--- config.mk ---
export PLATFORM = sky130hd
export DESIGN_NAME = lcd_avalon_responder_flat
export DESIGN_NICKNAME = d
export VERILOG_FILES = /design/src/rtl/lcd_pkg.sv /design/src/rtl/lcd_avalon_responder_if.sv /design/src/rtl/lcd_cycle_timer.sv /design/src/rtl/lcd_avalon_responder.sv /design/src/flat_wrapper.sv
export SDC_FILE = /design/constraint.sdc
export NUM_CORES = 1
export LEC_CHECK = 0
export ABC_AREA = 0
export CORE_MARGIN = 2
export CORE_UTILIZATION = 46
export CTS_CLUSTER_SIZE = 40
export DETAILED_ROUTE_END_ITERATION = 7
export PLACE_DENSITY_LB_ADDON = 0.05
export SLEW_MARGIN = 15
export SYNTH_ARGS = -nofsm -noshare
export SYNTH_HDL_FRONTEND = slang
export SYNTH_SLANG_ARGS = --single-unit
--- constraint.sdc ---
create_clock -name clk -period 2 [get_ports clk]
set_input_delay 0.6 -clock clk [delete_from_list [all_inputs] [get_ports clk]]
set_output_delay 0.6 -clock clk [all_outputs]
set_load 0.01 [all_outputs]
--- src/rtl/lcd_pkg.sv ---
// rtl/lcd_pkg.sv - shared types and constants for the character-LCD Avalon responder
package lcd_pkg;

  typedef enum logic [2:0] {IDLE, SETUP, PULSE, HOLD, EXEC} lcd_state_e;

  localparam logic       ADDR_INSTR = 1'b0;
  localparam logic       ADDR_DATA  = 1'b1;
  localparam logic [7:0] CMD_CLEAR  = 8'h01;
  localparam logic [7:0] CMD_HOME   = 8'h02;

  // Clear and both home encodings (02/03) need the long execution wait.
  function automatic logic is_long_cmd(input logic addr, input logic [7:0] data);
    return (addr == ADDR_INSTR) &&
           ((data == CMD_CLEAR) || ((data & 8'hFE) == CMD_HOME));
  endfunction

endpackage

--- src/rtl/lcd_avalon_responder_if.sv ---
// rtl/lcd_avalon_responder_if.sv - Avalon-MM bus bundle between initiator and LCD responder
interface lcd_avalon_responder_if;
  logic       address;
  logic       chipselect;
  logic       byteenable;
  logic       read;
  logic       write;
  logic [7:0] writedata;
  logic       waitrequest;
  logic [7:0] readdata;
  logic [1:0] response;

  modport slave (
    input  address, chipselect, byteenable, read, write, writedata,
    output waitrequest, readdata, response
  );

  modport master (
    output address, chipselect, byteenable, read, write, writedata,
    input  waitrequest, readdata, response
  );
endinterface

--- src/rtl/lcd_cycle_timer.sv ---
// rtl/lcd_cycle_timer.sv - loadable down-counter shared by every timed LCD state
module lcd_cycle_timer #(
  parameter int CW = 8
) (
  input  logic          clk,
  input  logic          reset,
  input  logic          i_load,
  input  logic [CW-1:0] i_load_val,
  output logic          o_done
);

  logic [CW-1:0] r_count;

  always_ff @(posedge clk) begin
    if (reset) begin
      r_count <= '0;
    end else if (i_load) begin
      r_count <= i_load_val;
    end else if (r_count != '0) begin
      r_count <= r_count - CW'(1);
    end
  end

  assign o_done = (r_count == '0);

endmodule

--- src/rtl/lcd_avalon_responder.sv ---
// rtl/lcd_avalon_responder.sv - turns Avalon writes into timed HD44780 bus cycles
module lcd_avalon_responder
  import lcd_pkg::*;
#(
  parameter int SETUP_CYCLES     = 2,
  parameter int EN_CYCLES        = 12,
  parameter int HOLD_CYCLES      = 2,
  parameter int EXEC_CYCLES      = 2000,
  parameter int LONG_EXEC_CYCLES = 82000
) (
  input  logic                        clk,
  input  logic                        reset,
  lcd_avalon_responder_if.slave       avl,
  output logic [7:0]                  lcd_data,
  output logic                        lcd_rs,
  output logic                        lcd_rw,
  output logic                        lcd_en,
  output logic                        busy
);

  localparam int CW = $clog2(LONG_EXEC_CYCLES) + 1;

  lcd_state_e    r_state;
  lcd_state_e    w_next;
  logic [7:0]    r_lcd_data;
  logic          r_lcd_rs;
  logic          r_lcd_en;
  logic          r_long;
  logic [7:0]    r_last_char;
  logic          w_accept;
  logic          w_load;
  logic [CW-1:0] w_load_val;
  logic          w_done;

  assign busy     = (r_state != IDLE);
  assign w_accept = (r_state == IDLE) && avl.chipselect && avl.write && avl.byteenable;

  lcd_cycle_timer #(.CW(CW)) u_timer (
    .clk        (clk),
    .reset      (reset),
    .i_load     (w_load),
    .i_load_val (w_load_val),
    .o_done     (w_done)
  );

  always_comb begin
    w_next     = r_state;
    w_load     = 1'b0;
    w_load_val = '0;
    case (r_state)
      IDLE: if (w_accept) begin
        w_next     = SETUP;
        w_load     = 1'b1;
        w_load_val = CW'(SETUP_CYCLES - 1);
      end
      SETUP: if (w_done) begin
        w_next     = PULSE;
        w_load     = 1'b1;
        w_load_val = CW'(EN_CYCLES - 1);
      end
      PULSE: if (w_done) begin
        w_next     = HOLD;
        w_load     = 1'b1;
        w_load_val = CW'(HOLD_CYCLES - 1);
      end
      HOLD: if (w_done) begin
        w_next     = EXEC;
        w_load     = 1'b1;
        w_load_val = r_long ? CW'(LONG_EXEC_CYCLES - 1) : CW'(EXEC_CYCLES - 1);
      end
      EXEC: if (w_done) w_next = IDLE;
      default: w_next = IDLE;
    endcase
  end

  // EN is registered from the next state so the pin never sees a decode glitch.
  always_ff @(posedge clk) begin
    if (reset) begin
      r_state     <= IDLE;
      r_lcd_data  <= 8'h00;
      r_lcd_rs    <= 1'b0;
      r_lcd_en    <= 1'b0;
      r_long      <= 1'b0;
      r_last_char <= 8'h00;
    end else begin
      r_state  <= w_next;
      r_lcd_en <= (w_next == PULSE);
      if (w_accept) begin
        r_lcd_data <= avl.writedata;
        r_lcd_rs   <= avl.address;
        r_long     <= is_long_cmd(avl.address, avl.writedata);
        if (avl.address == ADDR_DATA) r_last_char <= avl.writedata;
      end
    end
  end

  assign lcd_data = r_lcd_data;
  assign lcd_rs   = r_lcd_rs;
  assign lcd_rw   = 1'b0;
  assign lcd_en   = r_lcd_en;

  assign avl.waitrequest = avl.chipselect && avl.write && busy;
  assign avl.response    = 2'b00;
  assign avl.readdata    = !(avl.chipselect && avl.read) ? 8'h00 :
                           (avl.address == ADDR_INSTR) ? {busy, 7'b0} : r_last_char;

endmodule

--- src/flat_wrapper.sv ---
// flat-port wrapper written by rule: the top's interface ports become plain ports
module lcd_avalon_responder_flat import lcd_pkg::*;
#(
  parameter int SETUP_CYCLES     = 2,
  parameter int EN_CYCLES        = 12,
  parameter int HOLD_CYCLES      = 2,
  parameter int EXEC_CYCLES      = 2000,
  parameter int LONG_EXEC_CYCLES = 82000
)
  (clk, reset, lcd_data, lcd_rs, lcd_rw, lcd_en, busy, avl_address, avl_chipselect, avl_byteenable, avl_read, avl_write, avl_writedata, avl_waitrequest, avl_readdata, avl_response);
  lcd_avalon_responder_if avl_i ();
  input  logic clk;
  input  logic reset;
  output logic [7:0] lcd_data;
  output logic lcd_rs;
  output logic lcd_rw;
  output logic lcd_en;
  output logic busy;
  input wire logic [$bits(avl_i.address)-1:0] avl_address;
  input wire logic [$bits(avl_i.chipselect)-1:0] avl_chipselect;
  input wire logic [$bits(avl_i.byteenable)-1:0] avl_byteenable;
  input wire logic [$bits(avl_i.read)-1:0] avl_read;
  input wire logic [$bits(avl_i.write)-1:0] avl_write;
  input wire logic [$bits(avl_i.writedata)-1:0] avl_writedata;
  output wire logic [$bits(avl_i.waitrequest)-1:0] avl_waitrequest;
  output wire logic [$bits(avl_i.readdata)-1:0] avl_readdata;
  output wire logic [$bits(avl_i.response)-1:0] avl_response;
  assign avl_i.address = avl_address;
  assign avl_i.chipselect = avl_chipselect;
  assign avl_i.byteenable = avl_byteenable;
  assign avl_i.read = avl_read;
  assign avl_i.write = avl_write;
  assign avl_i.writedata = avl_writedata;
  assign avl_waitrequest = avl_i.waitrequest;
  assign avl_readdata = avl_i.readdata;
  assign avl_response = avl_i.response;
  lcd_avalon_responder #(.SETUP_CYCLES(SETUP_CYCLES), .EN_CYCLES(EN_CYCLES), .HOLD_CYCLES(HOLD_CYCLES), .EXEC_CYCLES(EXEC_CYCLES), .LONG_EXEC_CYCLES(LONG_EXEC_CYCLES)) u_core (.clk(clk), .reset(reset), .avl(avl_i), .lcd_data(lcd_data), .lcd_rs(lcd_rs), .lcd_rw(lcd_rw), .lcd_en(lcd_en), .busy(busy));
endmodule
# Word level (Yosys, flattened, before mapping)
# Cells that the tools add are included.
[word_totals] reg_bits=40 input_bits=15 output_inout_bits=23
[op_classes] addsub=1 eq_ne=7 n_mux=19 bitwise=1 n_reduce_logical=15
[ops] op="$pmux 18 s4" n=1
[ops] op="$mux 18" n=3
[ops] op="$logic_not 18->1" n=1
[ops] op="$reduce_bool 18->1" n=1
[ops] op="$sub 18x1->18 const B" n=1
[ops] op="$mux 17" n=1
[ops] op="$mux 8" n=2
[ops] op="$mux 3" n=5
[ops] op="$pmux 3 s5" n=1
[ops] op="$eq 3x2->1 const B" n=3
[ops] op="$eq 8x1->1 const B" n=1
[ops] op="$eq 7x1->1 const B" n=1
[ops] op="$logic_and 1x1->1" n=7
[ops] op="$mux 1" n=4
[ops] op="$mux 4" n=1
[ops] op="$eq 3x1->1 const B" n=1
[ops] op="$eq 3x3->1 const B" n=1
[ops] op="$logic_not 3->1" n=1
[ops] op="$reduce_bool 3->1" n=1
[ops] op="$reduce_or 3->1" n=1
[ops] op="$pmux 1 s2" n=1
[ops] op="$reduce_and 2->1" n=1
[ops] op="$reduce_bool 2->1" n=1
[ops] op="$logic_or 1x1->1" n=1
[ops] op="$not 1->1" n=1

# Longest topological paths before layout
# Gate-level depths: netlist of the first run.
[logic_depth] ltp_word=7 mapped_depth=8 depth_no_buf=7

# Modules after synthesis
# From an unflattened synthesis of the first run, not the netlist that was laid out.
[unflattened] hier_cells=255 area_unflattened_um2=2104.5
[by_module_without_submodules] module="lcd_avalon_responder" instances=1 cells_per_inst=130 area_per_inst_um2=1111.1 seq_area_each_um2=440.4
[by_module_without_submodules] module="lcd_cycle_timer" instances=1 cells_per_inst=125 area_per_inst_um2=993.5 seq_area_each_um2=360.3

# Least setup slack after synthesis of the first run
# OpenSTA, ideal clock, no wires.
[synth_path] path_kind="register to register" startpoint="register u_core.u_timer.r_count[0]" endpoint="register u_core.u_timer.r_count[10]" arrival_time_ns=1.969 required_ns=1.930 slack_ns=-0.039 path_stages_with_launch=9 n_path_buf=1 period_less_slack_ns=2.039 path_cell_list="dfxtp_1 > inv_1 > ha_1 > or3b_1 > clkbuf_1 > nor4_4 > nand3_1 > or4_1 > a21oi_1"
[synth_between] elab_chain_len=4 elab_cells_between_ends=10 classes_between="add/sub (1); mux (6); reduce/logical (3)"
[synth_lines] element="from (decl)" line="lcd_cycle_timer.sv:12" rtl="logic [CW-1:0] r_count;"
[synth_lines] element="from (signal assigned)" line="lcd_cycle_timer.sv:18" rtl="r_count <= i_load_val;"
[synth_lines] element="from (signal assigned)" line="lcd_cycle_timer.sv:20" rtl="r_count <= r_count - CW'(1);"
[synth_lines] element="parallel branches: the longest is 4 deep, another holds $sub 18x1->18"
# Several ways; the timed one is not identified. The select of a mux whose other input is x is not followed.
# A chain may end at the register's enable or synchronous reset.

# Worst setup path in the final report of the first run
# Same ends and word-level chain as after synthesis.

==> out/results.ini, run 1 <==
[power]
power_mw = 3.99
power.density_nw_per_um2 = 1450
ir_worst_vdd_uv = 1190
leakagePower_nw = 1.09

[logic_synthesis]
syn_area_um2 = 2010
ys_seq_area_share_pct = 39.9
postSynthAreaPerCell_um2 = 7.99
synth_area_leader_cell = dfxtp_1
synth.distinct_cells = 43
synth-main-ff-cell = dfxtp_1
synth_seq_cells = 40
netlist_instances = 251
synth.area.top_cells = dfxtp_1 40%, a21oi_1 9.7%, nand2_1 8.0%, xnor2_1 4.4%, nand3_1 3.2%
synth_edf_count = 0
netlist.area_leader.share_pct = 39.9
synth_warnings = 0
ys_async_sr_fraction_pct = 0

[placement]
dp_slack_ns = -0.639
gp_congestion = 0.855
dp_hpwl_mm = 3.82
place.port_buffers = 34

[timing]
setup_viol = 0
setup_ws_ns = 0.0202
period_share_pct = 99.0
holdWs_ns = 0.454
hold_violations = 0
slew_violations = 0
grt_setup_unrepaired = yes
fin_tns_setup_ns = 0
clock.fmax_mhz = 505
period_minus_slack_ns = 1.98
skew_ns = 0.00686

[grt]
gr-total-overflow = 0
grt_pass1_vias = 1848
grt_pass1_wl_mm = 8.45
antenna_found_initial = 0
grt_max_degree = 20
grt_usage_pct = 21.4

[final_layout]
final_core_util_pct = 64.6
areaGrowthSynthToFinish_pct = 37.4
layout.nets = 338
drive_gt1_share_pct = 24.8
mostFrequentLayoutCells = 42 x nand2_1, 42 x buf_4, 39 x dfxtp_1
n_fill_cell = 380
diodes = 0

[detailed_routing]
vias = 1983
dr.first_iter.drc_count = 112
wl_per_cell_um = 13.6
via_per_inst = 5.30
finalWirelength_mm = 5.07
drt.antenna.violating_nets = 0
route.detailed.drc = 0
first_pass_iters = 4

[job]
drv_cap = 0

[clock_tree]
worstSkewPairLatency_ns = 0.29
cts_max_path_buffers = 2
h-tree-depth = 2
path_clk_slew_ns = 0.07
clockRootBuffer = clkbuf_8
cts_buffers = 5
cts_tree = built
cts.sinks = 40

[die]
coreArea_um2 = 4260
num_io_pins = 38
die_w_um = 70.0
rows = 24
die_y_um = 70.0
dieArea_um2 = 4900
initial_utilization_pct = 47.0

[worst_setup_path]
crit_type = reg2reg
crit_path_end_kind = flip-flop
cp-start-kind = flip-flop
critPathArrivalTime_ns = 2.21
cp_max_fo = 3
cp.required_ns = 2.23

[worst_hold_path]
worst_hold_path_type = reg2reg

[status]
outcome = complete, no violations

[final timing paths]
check,to,from,slack (ns),cells after the start
worst min register to register,u_core.lcd_data[6],u_core.lcd_data[6],0.45,2
worst min-delay path,u_core.lcd_data[6],u_core.lcd_data[6],0.45,2
worst max-delay path,u_core.u_timer.r_count[10],u_core.u_timer.r_count[0],0.02,7
worst max register to register,u_core.u_timer.r_count[10],u_core.u_timer.r_count[0],0.02,7
[cell families (layout without fill, tap and decap cells)]
logic type,Yosys count,after routing,synth area share (%)
AO/OA/AOI/OAI,52,52,14.6
adder cells (fa/ha/maj),1,1,0.624
XOR/XNOR,13,13,5.68
other,1,3,0.187
AND/OR/NAND/NOR,123,123,33.9
buffers and inverters,21,90,5.05
flip-flops,40,40,39.9
[critical path, stage by stage, from the launching register on]
cell     delay, ns
dfxtp_1       0.32
inv_1         0.07
ha_1          0.19
or3b_4        0.43
nor4_4        0.19
nand3_2       0.12
or4_4         0.45
a21oi_1       0.15
[area by class of cell]
class	instances	area, um2	share of cell area [%]
repair buffers	78	642	23.3
multi-input cells	192	1150	41.7
clock inverters	1	5.00	0.182
clock buffers	6	72.6	2.63
inverters	5	18.8	0.681
flip-flops and latches	40	802	29.1
well taps	52	65.1	2.36
[synthesized netlist by cell type (all sizes together) (4+ instances only)]
cell / number
inv: 5
dfxtp: 40
and2: 8
nor2: 13
clkbuf: 9
nand4: 5
and3: 4
nand2: 43
nor3: 10
xnor2: 10
nor4: 8
o21ai: 4
or4: 6
nand3: 14
buf: 7
a21oi: 39
[sequential cells by signal (all words and copies together), names as in the netlist]
name / count
u_core.lcd_data: 8
u_core.lcd_en: 1
u_core.lcd_rs: 1
u_core.r_last_char: 8
u_core.r_long: 1
u_core.r_state: 3
u_core.u_timer.r_count: 18
[what timing repair did]
action | CTS | global route
setup endpoints to repair | 25 | 19
buffers inserted | 0 | 4
endpoints found under the hold margin | 0 | 0
pin swaps | 1 | 1
resized for setup | 48 | 8
hold buffers | 0 | 0
[layer usage]
layer,vias up,routed length [um],track usage (%)
met5,-,0,0
met4,0,68,7.05
met3,8,302,4.18
met2,54,2110,31.9
met1,897,2590,31.1
li1,1024,-,-
[report_power, final]
group | total [mW] | internal, mW | switching, mW
logic | 2.34 | 1.17 | 1.17
clock network | 0.502 | 0.237 | 0.264
registers | 1.15 | 0.983 | 0.170
total | 3.99 | 2.39 | 1.60
[stage by stage]
step	instances	area [um2]
floorplan	253	2010
global placement	363	2650
detailed placement	363	2650
CTS	370	2700
global route	374	2760
finish	374	2760
Note: power is estimated with default switching activity, not from simulation.
==> run 2, diff against run 1 <==
--- a/config.mk
+++ b/config.mk
@@ -11,6 +11,7 @@
 export CTS_CLUSTER_SIZE = 40
 export DETAILED_ROUTE_END_ITERATION = 7
 export PLACE_DENSITY_LB_ADDON = 0.05
+export SETUP_SLACK_MARGIN = 0.1
 export SLEW_MARGIN = 15
 export SYNTH_ARGS = -nofsm -noshare
 export SYNTH_HDL_FRONTEND = slang
==> run 2 against run 1 <==
  * Total power grew 7.5%
  * Critical endpoint unchanged
  * Cell count fell by 0.53%
  * Largest cell class unchanged
  * Clock power up 30%
  * Fmax shrank 0.41%
  * Wire length decreased by 0.59%
  * Sequential power hardly changed
  * Critical path depth decreased by 2
  * Global-route usage increased by 0.15 points
  * Final area increased by 4.1%
==> out/results.ini, run 2 (synthesis results as in run 1) <==
[status]
outcome = complete, no violations

[worst_setup_path]
crit_slowest_cell = or4_4
path_buf_inv = 0
max_stage_delay_ns = 0.60
r2r-start = u_core.u_timer.r_count[15]
cp_common_cell = or4_4
crit_path_end_kind = flip-flop
crit_chain = or4_4 -> nor4_4 -> nand3_1 -> or4_4 -> a21oi_2
crit_type = reg2reg
cp-start-kind = flip-flop
critPathArrivalTime_ns = 2.22
cp_max_fo = 5
path_delay_family = simple AND/OR/NAND/NOR gates
startpoint = u_core.u_timer.r_count[15]
cp.required_ns = 2.23

[detailed_routing]
wl_per_cell_um = 13.5
via_per_inst = 5.35
finalWirelength_mm = 5.04
drt.antenna.violating_nets = 0
route.detailed.drc = 0
dr.first_iter.drc_count = 117
vias = 1992
first_pass_iters = 4

[final_layout]
mostFrequentLayoutCells = 41 x nand2_1, 39 x buf_4, 34 x dfxtp_1
layout.nets = 335
largest_register_ff_count = 18
drive_gt1_share_pct = 33.1
areaGrowthSynthToFinish_pct = 43.0
top_register = u_core.u_timer.r_count
final_core_util_pct = 67.3
diodes = 0
stdcell_area_um2 = 2870
final_common_cell = nand2_1

[grt]
grt_usage_pct = 21.6
gr-total-overflow = 0
grt_pass1_vias = 1740
grt_max_degree = 19
antenna_found_initial = 0
grt_pass1_wl_mm = 8.39

[placement]
place.port_buffers = 34
place_area_um2 = 2620
dp_hpwl_mm = 3.71
gp_congestion = 0.886
dp_slack_ns = -0.614

[power]
power.density_nw_per_um2 = 1500
combPwrFrac_pct = 57.4
intPower_mw = 2.61
p_sw_mw = 1.69
ir_worst_vdd_uv = 1460
p_clk_share_pct = 15.2
leakagePower_nw = 1.10
power_mw = 4.29
swShare_pct = 39.3
p_seq_share_pct = 27.4

[clock_tree]
cts_tree = built
worstSkewPairLatency_ns = 0.29
path_clk_slew_ns = 0.08
cts_max_path_buffers = 2
hold_buffers = 0
h-tree-depth = 2
clockRootBuffer = clkbuf_8
cts_buffers = 5
cts.sinks = 40

[timing]
setup_viol = 0
slew_violations = 0
period_minus_slack_ns = 1.99
grt_setup_unrepaired = yes
period_share_pct = 99.4
clock.fmax_mhz = 503
hold_violations = 0
skew_ns = 0.00548
fin_tns_setup_ns = 0
setup_ws_ns = 0.0121

[worst_hold_path]
hp-start = u_core.r_last_char[0]
worst_hold_path_type = reg2reg

[die]
die_y_um = 70.0
coreArea_um2 = 4260
die_w_um = 70.0
rows = 24
dieArea_um2 = 4900
num_io_pins = 38
initial_utilization_pct = 47.0

[job]
drv_cap = 0

[run 2: cell types whose count changed in the layout (fill, tap and decap cells not counted), sizes merged]
cell / previous run / this run
buf: 53 / 50
clkbuf: 7 / 6
clkdlybuf4s15: 0 / 2
bufinv: 0 / 1
clkinvlp: 0 / 1
clkdlybuf4s50: 21 / 20
dlygate4sd2: 3 / 2
[run 2: worst paths after layout]
check	slack [ns]	cells after the start	end
setup / recovery	0.01	5	u_core.u_timer.r_count[10]
hold / removal	0.46	2	u_core.r_last_char[0]
setup reg to reg	0.01	5	u_core.u_timer.r_count[10]
hold reg to reg	0.46	2	u_core.r_last_char[0]
[run 2: area by class of cell]
class	instances	area, um2
clock inverters	3	42.5
inverters	5	18.8
multi-input cells	192	1220
repair buffers	75	647
well taps	52	65.1
clock buffers	5	68.8
flip-flops and latches	40	808
fillers	388	1400
[run 2: layer usage]
metal / part of all wire [%] / vias to the layer above / routed length, um / global-route usage [%]
met4: 1.1 / 0 / 57 / 6.41
met2: 45 / 27 / 2250 / 31.4
met1: 51 / 939 / 2590 / 32.1
met3: 2.7 / 6 / 136 / 4.33
met5: 0 / - / 0 / 0
li1: - / 1020 / - / -
[run 2: tightest hold or removal path, cell delays in order (launching register included)]
cell     delay [ns]
dfxtp_1        0.31
nand2_1        0.05
a21oi_1        0.05
[run 2: stage by stage]
step | hold slack [ns] | std cells
after global placement | 0.439 | 359
after floorplan | 0.432 | 253
after global routing | 0.474 | 372
after detailed placement | 0.444 | 359
final | 0.457 | 372
after CTS | 0.455 | 370
[run 2: repair_timing]
item                                    4_1_cts  5_1_grt
resized for setup                            53       37
setup buffers                                 3        3
cloned                                        0        0
pin swaps                                    11       11
endpoints found under the setup margin       37       40
[run 2: power groups by stage]
| stage | sequential, mW | combinational, mW | clock, mW |
|---|---|---|---|
| after CTS | 1.17 | 2.27 | 0.669 |
| after floorplan | 1.19 | 1.52 | 0 |
| after global placement | 1.18 | 2.17 | 0 |
| after detailed placement | 1.19 | 2.18 | 0 |
| final | 1.18 | 2.47 | 0.651 |
| after global routing | 1.20 | 2.71 | 0.707 |
